==> src/rtl/dcache_control.sv <==
// Control FSM for a 2-way set-associative L1 data cache: hit/miss decision,
// dirty-victim writeback, line fill and saturating hit/miss counters.
module dcache_control #(
    parameter int CNT_WIDTH = 32
) (
    input  logic                 clk,
    input  logic                 rst,
    input  logic                 mem_read,
    input  logic                 mem_write,
    output logic                 mem_resp,
    input  logic [1:0]           hit,
    input  logic [1:0]           valid,
    input  logic [1:0]           dirty,
    input  logic                 lru,
    output logic                 pmem_read,
    output logic                 pmem_write,
    input  logic                 pmem_resp,
    output logic                 addr_sel,
    output logic                 data_sel,
    output logic [1:0]           data_we,
    output logic [1:0]           load_tag,
    output logic [1:0]           load_dirty,
    output logic                 dirty_in,
    output logic                 load_lru,
    output logic                 lru_in,
    output logic [CNT_WIDTH-1:0] hit_count,
    output logic [CNT_WIDTH-1:0] miss_count
);

    typedef enum logic [1:0] {IDLE, WRITEBACK, FILL} state_t;

    state_t state;
    logic   victim;
    logic   refill;
    logic   req;
    logic   any_hit;
    logic   hit_way;

    assign req     = mem_read | mem_write;
    assign any_hit = |hit;
    // way 0 takes priority if both ways ever report a hit
    assign hit_way = hit[0] ? 1'b0 : 1'b1;

    always_ff @(posedge clk) begin
        if (rst) begin
            state      <= IDLE;
            victim     <= 1'b0;
            refill     <= 1'b0;
            hit_count  <= '0;
            miss_count <= '0;
        end else begin
            case (state)
                IDLE: begin
                    if (!req) begin
                        refill <= 1'b0;
                    end else if (any_hit) begin
                        // the re-hit after a fill was already counted as a miss
                        if (!refill && hit_count != '1)
                            hit_count <= hit_count + 1'b1;
                        refill <= 1'b0;
                    end else begin
                        victim <= lru;
                        if (miss_count != '1)
                            miss_count <= miss_count + 1'b1;
                        state <= (valid[lru] && dirty[lru]) ? WRITEBACK : FILL;
                    end
                end
                WRITEBACK: begin
                    if (pmem_resp)
                        state <= FILL;
                end
                FILL: begin
                    if (pmem_resp) begin
                        refill <= 1'b1;
                        state  <= IDLE;
                    end
                end
                default: state <= IDLE;
            endcase
        end
    end

    always_comb begin
        mem_resp   = 1'b0;
        pmem_read  = 1'b0;
        pmem_write = 1'b0;
        addr_sel   = 1'b0;
        data_sel   = 1'b0;
        data_we    = 2'b00;
        load_tag   = 2'b00;
        load_dirty = 2'b00;
        dirty_in   = 1'b0;
        load_lru   = 1'b0;
        lru_in     = 1'b0;
        // reset suppresses every request and array write in the same cycle
        if (!rst) begin
            case (state)
                IDLE: begin
                    if (req && any_hit) begin
                        mem_resp = 1'b1;
                        load_lru = 1'b1;
                        lru_in   = ~hit_way;
                        if (mem_write) begin
                            data_we[hit_way]    = 1'b1;
                            load_dirty[hit_way] = 1'b1;
                            dirty_in            = 1'b1;
                        end
                    end
                end
                WRITEBACK: begin
                    pmem_write = 1'b1;
                    addr_sel   = 1'b1;
                end
                FILL: begin
                    pmem_read = 1'b1;
                    if (pmem_resp) begin
                        data_sel           = 1'b1;
                        data_we[victim]    = 1'b1;
                        load_tag[victim]   = 1'b1;
                        load_dirty[victim] = 1'b1;
                    end
                end
                default: ;
            endcase
        end
    end

endmodule

==> config.mk <==
export PLATFORM = sky130hd
export DESIGN_NAME = dcache_control
export DESIGN_NICKNAME = d
export VERILOG_FILES = /design/src/rtl/dcache_control.sv
export SDC_FILE = /design/constraint.sdc
export NUM_CORES = 1
export LEC_CHECK = 0
export BUFFER_PORTS_ARGS = -buffer_cell sky130_fd_sc_hd__clkbuf_2
export CORE_UTILIZATION = 45
export DETAILED_ROUTE_END_ITERATION = 10
export GPL_TIMING_DRIVEN = 0
export PLACE_DENSITY = 0.76
export SETUP_SLACK_MARGIN = 0.02
export SLEW_MARGIN = 20
export SYNTH_ARGS = -nofsm -noshare
export SYNTH_HDL_FRONTEND = slang
export SYNTH_SLANG_ARGS = --single-unit
==> constraint.sdc <==
create_clock -name clk -period 2.62 [get_ports clk]
set_clock_uncertainty 0.15 [all_clocks]
set_input_delay 0.786 -clock clk [delete_from_list [all_inputs] [get_ports clk]]
set_output_delay 0.786 -clock clk [all_outputs]
set_load 0.03 [all_outputs]
# After elaboration in Yosys (flattened, before gate mapping)
# Index checks and enable logic that the tools add are counted.
[word_totals]
register_bits = 68
out_inout_bits = 78
elab_cells = 80
[classes]
addsub = 2
n_lt_le_gt_ge = 5
eq_ne = 9
mux = 43
bitwise_logic = 2
reduce_logical = 14
[ops]
columns = ["cell", "n"]
rows = [
  ["32-bit by 1-bit adder with 32-bit output, second input constant", 2],
  ["32-bit != test, second input constant", 2],
  ["1-bit 2-to-1 mux", 27],
  ["2-bit 2-to-1 mux", 11],
  ["4-bit AND reduction", 3],
  ["2-bit != test, second input constant", 4],
  ["1-bit by 2-bit < comparator with 1-bit output, second input constant", 3],
  ["2-bit one-hot mux with 3 select lines", 1],
  ["3-bit AND reduction", 2],
  ["1-bit logical AND", 5],
  ["2-bit one-hot mux with 2 select lines", 1],
  ["3-bit != test, second input constant", 1],
  ["1-bit demux with 1-bit select", 2],
  ["2-bit by 1-bit equality test with 1-bit output, second input constant", 1],
  ["2-bit equality test, second input constant", 1],
  ["1-bit greater-or-equal comparator, second input constant", 2],
  ["2-bit logical NOT", 1],
  ["1-bit one-hot mux with 2 select lines", 1],
  ["2-bit nonzero test", 1],
  ["2-bit OR reduction", 1],
  ["1-bit logical NOT", 1],
  ["1-bit inverter", 1],
  ["1-bit bitwise OR", 1],
]

# Depth between registers and ports, before layout
# Gate-level depths: netlist (run 1).
[logic_depth]
ltp_word = 9
mapped_depth = 9
mapped_depth_nobuf = 6

# Least setup slack after synthesis (run 1)
# Ideal clock, no wire load.
[synth_path]
path_kind = "input-to-output"
from = "in rst"
to = "out lru_in"
arrival_ns = 2.515
setup_slack_ns = -0.831
stages = 3
path_buffers = 1
path_cell_list = "clkbuf_1 nor4_1 and2_1"
[synth_between]
elab_chain_len = 1
[synth_rtl]
columns = ["element", "line", "text"]
rows = [
  ["from (decl)", "7", "input logic rst,"],
  ["1-bit 2-to-1 mux", "96", "if (!rst) begin"],
  ["to (decl)", "25", "output logic lru_in,"],
]
# Every way passes these cells.

# Worst setup path after layout (run 1)
[layout_path]
from = "in hit[1]"
to = "out load_dirty[1]"
[layout_between]
elab_chain_len = 5
[layout_rtl]
columns = ["element", "line", "text"]
rows = [
  ["from (decl)", "11", "input logic [1:0] hit,"],
  ["2-bit OR reduction", "40", "assign any_hit = |hit;"],
  ["1-bit logical AND", "99", "if (req && any_hit) begin"],
  ["2-bit 2-to-1 mux", "99", ""],
  ["2-bit one-hot mux with 2 select lines", "97", "case (state)"],
  ["2-bit 2-to-1 mux", "96", ""],
  ["to (decl)", "22", "output logic [1:0] load_dirty,"],
]
# Every way passes these cells.

==> impl_metrics.toml, run 1 <==
[placement]
dpl_cell_area_um2 = 4200
post-dp-hpwl_mm = 6.94
numPortBuffers = 89
place_congestion = 0.840

[final_layout]
area_delta_synth_final_pct = 42.0
mostFrequentLayoutCells = "clkbuf_2 (78), dfxtp_1 (67), a21oi_1 (40), nand2_1 (33), o21ai_0 (31)"
final_cell_area_um2 = 5000
antenna_cells = 0
seq_area_um2 = 1360
layout.nets = 569
drive_gt1_frac = 0.370
layout_commonest_cell = "clkbuf_2"
finish.utilization = 0.676
fill_cells = 621
multiInputGateArea_um2 = 2390

[yosys]
ys_seq_area_frac = 0.386
synth-edff-count = 0
syn-cell-area_um2 = 3520
yosysWarnings = 0
yosysUniqueCellTypes = 48
synth_cells = 434
synth_fp_nets = 448
ys_ff_latch = 68
avgSynthCellArea_um2 = 8.12
synth_top_flop_cell = "dfxtp_1"
async_reset_ff_frac = 0

[drt]
drc_errors = 0
via_per_inst = 6.06
drt_iter0_drc = 225
ant_nets = 0
drtPass1Iterations = 4
drt-total-wl_mm = 10.8
wl_per_cell_um = 16.4
vias = 3996

[clock_network]
root_buffer = "clkbuf_8"
cts_tree = "done"
cts_inserted_buffers = 9
htreeDepth = 3
clk-insertion-delay-late_ns = 0.35
cts.sinks = 68
clk_pin_slew_ns = 0.08
cts_buffer_depth = 2

[floorplanning]
initial_core_util = 0.476
core_area_um2 = 7410
die-area_um2 = 8190
die_x_um = 90.5
core.rowCount = 31
die-height_um = 90.5
ios = 90

[status]
violations = "setup timing"
outcome = "finished with violations"

[worst_setup_path]
endpoint_kind = "primary output"
worst-path-max-fanout = 5
crit_type = "primary input to primary output"
start_kind = "primary input"
arrival_ns = 1.86
cp.required_ns = 1.68

[global_route]
grt_pass1_vias = 3615
grt_pass1_wl_mm = 16.7
grt.total_usage = 0.251
grt_start_max_net_pins = 12
antenna_found_initial = 0
grt_overflow = 0

[sta]
fmax_mhz = 358
slew_headroom = 0.532
post-route-min-period_ns = 2.79
period_share = 1.07
rsz0062_at_grt = "yes"
holdWs_ns = 0.349
maxSlewViolCount = 0
worst_slack_ns = -0.175
hold_viol = 0
finalSetupViolCount = 15
worstMarginPinSlew_ns = 0.701

[flow_run]
cap_violations = 0

[min_path]
hp-class = "flip-flop to flip-flop"

[power_and_ir_drop]
p_per_area_nw_per_um2 = 435
ir_worst_vdd_v = 0.000271
p_leak_uw = 0.00175
critical path, cell delays in order:
cell      delay (ns)
clkbuf_2        0.16
nor2_4          0.09
nor4b_4         0.28
a31oi_2         0.08
nor3_4          0.22
buf_6           0.13
buf_8           0.11
final cells by class:
type | count | share of cell area
Clock inverter | 5 | 0.0105
Tap cell | 99 | 0.0248
Timing Repair Buffer | 113 | 0.150
Buffer | 20 | 0.0308
Multi-Input combinational cell | 332 | 0.477
Inverter | 11 | 0.00825
Sequential cell | 68 | 0.272
Clock buffer | 11 | 0.0263
per-stage QoR:
| stage | setup TNS, ns | total power (uW) | worst slack, ns | std cells |
|---|---|---|---|---|
| 2_1_floorplan | -0.332 | 1210 | -0.120 | 434 |
| 6_report | -1.27 | 2180 | -0.175 | 659 |
| 5_1_grt | -2.24 | 2250 | -0.208 | 659 |
| 3_5_place_dp | -19.86 | 1280 | -0.596 | 622 |
| 4_1_cts | -0.922 | 2150 | -0.167 | 651 |
| 3_3_place_gp | -16.19 | 1270 | -0.514 | 622 |
repair_timing:
| item | CTS | global route |
|---|---|---|
| endpoints found under the setup margin | 56 | 60 |
| buffers inserted | 13 | 11 |
| cloned | 0 | 1 |
| pin swaps | 12 | 28 |
| hold endpoints to repair | 0 | 0 |
| resized for setup | 45 | 67 |
| hold buffers | 0 | 0 |
per-layer routing:
layer,GRT usage,up-vias,part of all wire
met5,0,-,0
met1,0.291,1940,0.41
met4,0.0981,0,0.030
li1,-,1904,-
met2,0.447,121,0.52
met3,0.0547,31,0.047
cells in the mapped netlist, types with 5 or more instances:
cell | n | area (um2)
or3_1 | 32 | 200
nor2_1 | 21 | 78.8
nand2_1 | 33 | 124
nor3_1 | 7 | 35.0
nand4_1 | 21 | 131
inv_1 | 11 | 41.3
o31ai_1 | 18 | 135
xnor2_1 | 7 | 61.3
or4_1 | 20 | 150
and3_1 | 7 | 43.8
and2_1 | 5 | 31.3
clkbuf_1 | 13 | 48.8
nand3_1 | 15 | 75.1
o21ai_0 | 32 | 160
dfxtp_1 | 68 | 1360
nor4_1 | 9 | 56.3
a21oi_1 | 50 | 250
worst paths after layout:
path                            slack [ns]  cells past startpoint        endpoint            from
worst min-delay path                  0.35                      2  miss_count[17]  miss_count[17]
worst min register to register        0.35                      2  miss_count[17]  miss_count[17]
worst max-delay path                 -0.17                      7   load_dirty[1]          hit[1]
worst max register to register       -0.13                      9  miss_count[29]        state[1]
state kept, by name (all words and copies together) (netlist names):
name and cells:
state 2, miss_count 32, hit_count 32, refill 1, victim 1
cells by family (layout without fill, tap and decap cells):
| family | after synthesis | count (layout) | share of synthesized area |
|---|---|---|---|
| xor gates and xnor gates | 9 | 9 | 0.0224 |
| adders and majority gates | 2 | 2 | 0.00710 |
| AOI/OAI and AO/OA | 122 | 122 | 0.206 |
| muxes | 3 | 3 | 0.00923 |
| DFF | 68 | 68 | 0.386 |
| buffers and inverters | 35 | 160 | 0.0504 |
| and+or+nand+nor | 195 | 196 | 0.318 |
power breakdown:
| part | leakage, uW | internal, uW | switching [uW] |
|---|---|---|---|
| Combinational | 0.00110 | 119 | 159 |
| Sequential | 0.000549 | 1040 | 12.1 |
| Clock | 0.0000931 | 435 | 408 |
No activity file was read; power rests on OpenSTA's default activity.
==> run 2, diff against run 1 <==
Settings changed: ABC_AREA set to 1, CORE_MARGIN set to 2, PLACE_DENSITY 0.76 to 0.74.
==> run 2 against run 1 <==
Effect of this change:
- the flow now finishes without violations
- first-iteration DRC count decreased by 10%
- wire length increased by 16%
- die area rose by 33%
- non-clock buffer count fell by 19
- global-route usage shrank 1.5 points
- clock power increased by 30%
- fmax grew 9.3%
- sequential share of layout area is 2.5 points lower
- cell area rose by 9.8%
- largest power group is now clock
==> impl_metrics.toml, run 2 <==
[drt]
drt_iter0_drc = 202
drt-total-wl_mm = 12.6
via_per_inst = 4.99
vias = 4898
drtPass1Iterations = 5
drc_errors = 0
wl_per_cell_um = 12.8
ant_nets = 0

[power_and_ir_drop]
power_uw = 2390
p_per_area_nw_per_um2 = 436
internal_power_uw = 1780
combPwrFrac = 0.102
clkPwrFrac = 0.458
p_leak_uw = 0.00213
ir_worst_vdd_v = 0.000269
p_sw_frac = 0.258
switchingPower_uw = 617
power_frac_seq = 0.440

[yosys]
ys_seq_area_frac = 0.301
yosys.area.top_type = "dfxtp_1"
synth_compound_area_frac = 0.0905
synth-edff-count = 0
ys_ff_latch = 68
synth_xor_area_frac = 0.0523
avgSynthCellArea_um2 = 6.08
yosysWarnings = 0
synthTopCellsByArea = "dfxtp_1 (30%), nand2_1 (23%), nor2_1 (11%)"
yosys.area_share.simple = 0.476
synth_cells = 743
synthTopCellsByCount = "nand2_1 (283), nor2_1 (129), dfxtp_1 (68)"
synth_top_family_by_area = "simple AND/OR/NAND/NOR gates"
yosysUniqueCellTypes = 33
yosysTopAreaCellShare = 0.301
synthMuxAreaShare = 0
synth_most_common_cell = "nand2_1"
syn-cell-area_um2 = 4520
synthAdderAreaFrac = 0.00554
synth_fp_nets = 757
async_reset_ff_frac = 0
synth_top_flop_cell = "dfxtp_1"

[floorplanning]
die-height_um = 104
die_x_um = 104
core_area_um2 = 9770
ios = 90
initial_core_util = 0.462
core.rowCount = 36
die-area_um2 = 10900

[sta]
fin_setup_tns_ns = 0
slew_headroom = 0.490
finalSetupViolCount = 0
hold_viol = 0
post-route-min-period_ns = 2.56
maxSlewViolCount = 0
worstMarginPinSlew_ns = 0.765
rsz0062_at_grt = "no"
fmax_mhz = 391
period_share = 0.976

[clock_network]
cts_tree = "done"
clk-insertion-delay-late_ns = 0.36
cts.sinks = 68
cts_buffer_depth = 2
cts_inserted_buffers = 9
clk_pin_slew_ns = 0.08
root_buffer = "clkbuf_8"
ctsHoldBuffers = 0
htreeDepth = 3

[global_route]
grt_start_max_net_pins = 13
grt_overflow = 0
grt_pass1_vias = 4456
antenna_found_initial = 0
grt_pass1_wl_mm = 20.9
grt.total_usage = 0.236

[final_layout]
fill_cells = 1018
layout.nets = 858
seq_area_um2 = 1360
reg_top3 = "hit_count (32), miss_count (32), state (2)"
multiInputGateArea_um2 = 2870
final_cell_area_um2 = 5500
layout_commonest_cell = "nand2_1"
final_cells = 982
antenna_cells = 0
area_delta_synth_final_pct = 21.6
mostFrequentLayoutCells = "nand2_1 (282), nor2_1 (120), clkbuf_2 (82), dfxtp_1 (68), inv_1 (46)"
finish.utilization = 0.562
drive_gt1_frac = 0.211

[placement]
dpl_cell_area_um2 = 5130
place_congestion = 0.954
post-dp-hpwl_mm = 9.54
dpl.cell_count = 964
numPortBuffers = 88

[worst_setup_path]
arrival_ns = 1.62
cpPeakStageDelay_ns = 0.33
rr_worst_depth = 11
crit_type = "flip-flop to primary output"
worst-path-max-fanout = 4
crit_slowest_cell = "dfxtp_1"
cp_cell_sequence = "inv_1 > nor2_2 > nand2_2 > nor2_1 > a31oi_1 > nor2_1 > buf_4 > clkbuf_2"
crit_path_frequent_cell = "nor2_1"
cp.required_ns = 1.68
endpoint_kind = "primary output"
start_kind = "flip-flop"

[min_path]
hp-class = "flip-flop to flip-flop"
hold_depth = 2

[status]
outcome = "completed"

[flow_run]
cap_violations = 0
-- run 2: stage by stage --
stage          worst slack (ns)  hold slack, ns
6_report                 0.0627           0.327
5_1_grt                  0.0133           0.361
4_1_cts                 -0.0349           0.326
3_5_place_dp             -0.412           0.314
3_3_place_gp             -0.399           0.311
2_1_floorplan            -0.219           0.301
-- run 2: path summary, 6_finish.rpt --
path,start,slack (ns),to
setup / recovery,state[1],0.06,load_dirty[0]
hold / removal,refill,0.33,refill
setup reg to reg,hit_count[1],0.40,hit_count[31]
hold reg to reg,refill,0.33,refill
-- run 2: area by class of cell --
cell class,instances,share of cell area
Inverter,49,0.0335
Tap cell,133,0.0303
Clock inverter,6,0.0203
Multi-Input combinational cell,602,0.523
Clock buffer,10,0.0250
Sequential cell,68,0.248
Timing Repair Buffer,90,0.0897
Buffer,24,0.0307
-- run 2: power by group through the flow --
stage | Combinational, uW | Clock, uW | Sequential (uW)
2_1_floorplan | 144 | 0 | 1090
5_1_grt | 264 | 1150 | 1060
3_5_place_dp | 224 | 0 | 1080
3_3_place_gp | 222 | 0 | 1080
4_1_cts | 237 | 1110 | 1050
6_report | 243 | 1100 | 1050
-- run 2: kinds of logic (layout without fill, tap and decap cells) --
kind of cell,count (synthesis),after routing
xor+xnor,27,27
flops,68,68
fa+ha+maj,2,2
compound gates,70,70
simple gates,503,503
buf+inv,73,179
-- run 2: critical path, delay by kind of cell (launching register included) --
kind	cells	cell delay, ns
buf+inv	3	0.39
compound gates	1	0.06
simple gates	4	0.49
flops	1	0.33
-- run 2: routing by layer --
metal  global-route usage  vias to the layer above  routed length (um)
li1                     -                     2542                   -
met1                0.294                     2181                5660
met2                0.397                      150                6000
met3               0.0482                       25                 600
met4                0.100                        0                 336
met5                    0                        -                   0
-- run 2: timing repair --
item                       CTS  global route
pin swaps                    4             4
setup buffers                2             0
setup endpoints to repair   11             5
resized for setup           17            12
==> run 3, diff against run 2 <==
Settings changed: PLACE_DENSITY 0.74 to 0.71.
Clock period 2.62 ns to 2.85 ns, I/O delays scaled along.
==> run 3 against run 2 <==
Effect of this change:
- utilization is 1.0 points lower
- first-iteration DRC count is 5.0% lower
- non-clock buffer count stayed put
- hold slack better by 0.0056 ns
- power is 20% lower
- die area stayed put
- clock power is 34% lower
- global-route usage is 0.45 points higher
==> impl_metrics.toml, run 3 (same netlist as run 2, synthesis figures left out) <==
[power_and_ir_drop]
ir_worst_vdd_v = 0.000213
power_uw = 1920
p_per_area_nw_per_um2 = 356
p_leak_uw = 0.00209

[floorplanning]
ios = 90
initial_core_util = 0.462
core.rowCount = 36
core_area_um2 = 9770
die-area_um2 = 10900
die_x_um = 104
die-height_um = 104

[clock_network]
cts_buffer_depth = 2
cts_inserted_buffers = 9
cts.sinks = 68
htreeDepth = 3
clk-insertion-delay-late_ns = 0.34
clk_pin_slew_ns = 0.07
cts_tree = "done"
root_buffer = "clkbuf_8"
ctsHoldBuffers = 0

[worst_setup_path]
cpPeakStageDelay_ns = 0.17
cp.required_ns = 1.85
crit_family = "buffers and inverters"
arrival_ns = 1.78
start_kind = "primary input"
cp_cell_sequence = "clkbuf_8 > nor2_4 > nor2_4 > buf_4 > nand2_1 > nor2_2 > buf_4 > clkbuf_2"
crit_slowest_cell = "clkbuf_2"
worst-path-buf-inv = 4
crit_type = "primary input to primary output"
worst-path-max-fanout = 3
endpoint_kind = "primary output"
r2r_setup_slack_ns = 0.65

[sta]
rsz0062_at_grt = "no"
hold_viol = 0
fmax_mhz = 359
worstMarginPinSlew_ns = 0.767
period_share = 0.976
maxSlewViolCount = 0
finalSetupViolCount = 0
holdWs_ns = 0.333
slew_headroom = 0.489
post-route-min-period_ns = 2.78

[final_layout]
antenna_cells = 0
layout.nets = 858
layout_commonest_cell = "nand2_1"
area_delta_synth_final_pct = 19.3
final_cells = 981
mostFrequentLayoutCells = "nand2_1 (283), nor2_1 (122), clkbuf_2 (86), dfxtp_1 (68), inv_1 (46)"
final_cell_area_um2 = 5400
reg_top3 = "hit_count (32), miss_count (32), state (2)"
drive_gt1_frac = 0.204
finish.utilization = 0.552

[status]
outcome = "completed"

[placement]
post-dp-hpwl_mm = 9.84
numPortBuffers = 88
dpl_cell_area_um2 = 5130
place_congestion = 0.994
dpl.cell_count = 964

[global_route]
grt_start_max_net_pins = 11
grt_pass1_wl_mm = 21.6
grt_overflow = 0
antenna_found_initial = 0
grt.total_usage = 0.241
grt_pass1_vias = 4823

[flow_run]
cap_violations = 0

[drt]
vias = 4937
drt_iter0_drc = 192
wl_per_cell_um = 12.9
drc_errors = 0
drtPass1Iterations = 5
via_per_inst = 5.03
drt-total-wl_mm = 12.7
ant_nets = 0

[min_path]
hp-class = "flip-flop to flip-flop"
run 3: changes by cell type in the layout (fill, tap and decap cells not counted), moves of 2 or more:
cell and change:
clkbuf_2 +4, bufinv_16 -3, clkbuf_1 +2, clkbuf_8 +2, nor2_1 +2, nor2_2 -2
run 3: power breakdown:
part | internal [uW] | switching, uW | leakage [uW] | total (uW)
clock network | 357 | 368 | 0.0000893 | 726
logic | 69.1 | 153 | 0.00146 | 223
registers | 959 | 11.2 | 0.000549 | 970
run 3: worst paths after layout:
| check | from | cells after the start | to |
|---|---|---|---|
| max | mem_write | 8 | mem_resp |
| min | refill | 2 | refill |
| max reg2reg | hit_count[1] | 11 | hit_count[31] |
| min reg2reg | refill | 2 | refill |
run 3: layout make-up:
class | count | area, um2
buffer | 24 | 166
inverter | 49 | 184
fill | 1001 | 4380
timing repair buffer | 90 | 483
clock buffer | 13 | 159
sequential | 68 | 1360
clock inverter | 2 | 10.0
multi-input combinational | 602 | 2870
tap | 133 | 166
run 3: routing by layer:
layer,share of wire,wire length (um),global-route usage
met3,0.052,654,0.0501
met2,0.47,6020,0.418
met1,0.43,5490,0.280
met4,0.040,509,0.123
met5,0,0,0
run 3: worst register-to-register path, cell delays in order, from the launching register on:
cell and delay [ns]:
dfxtp_1 0.41, ha_1 0.29, inv_1 0.06, nor2_1 0.11, nand2_1 0.13, nor2_2 0.23, nand2_2 0.13, nand2_2 0.11
inv_2 0.10, buf_2 0.20, nand2_1 0.08, a21oi_1 0.06
run 3: what timing repair did:
action / 4_1_cts / 5_1_grt
buffers inserted: 2 / 0
pin swaps: 4 / 3
setup endpoints to repair: 11 / 4
gates resized for setup: 13 / 7
run 3: stage by stage:
stage / TNS, ns / setup slack (ns)
final: 0 / 0.0675
after global placement: -2.36 / -0.408
after detailed placement: -2.47 / -0.415
after global routing: 0 / 0.0173
after CTS: 0 / 0.0316
after floorplan: -0.589 / -0.127
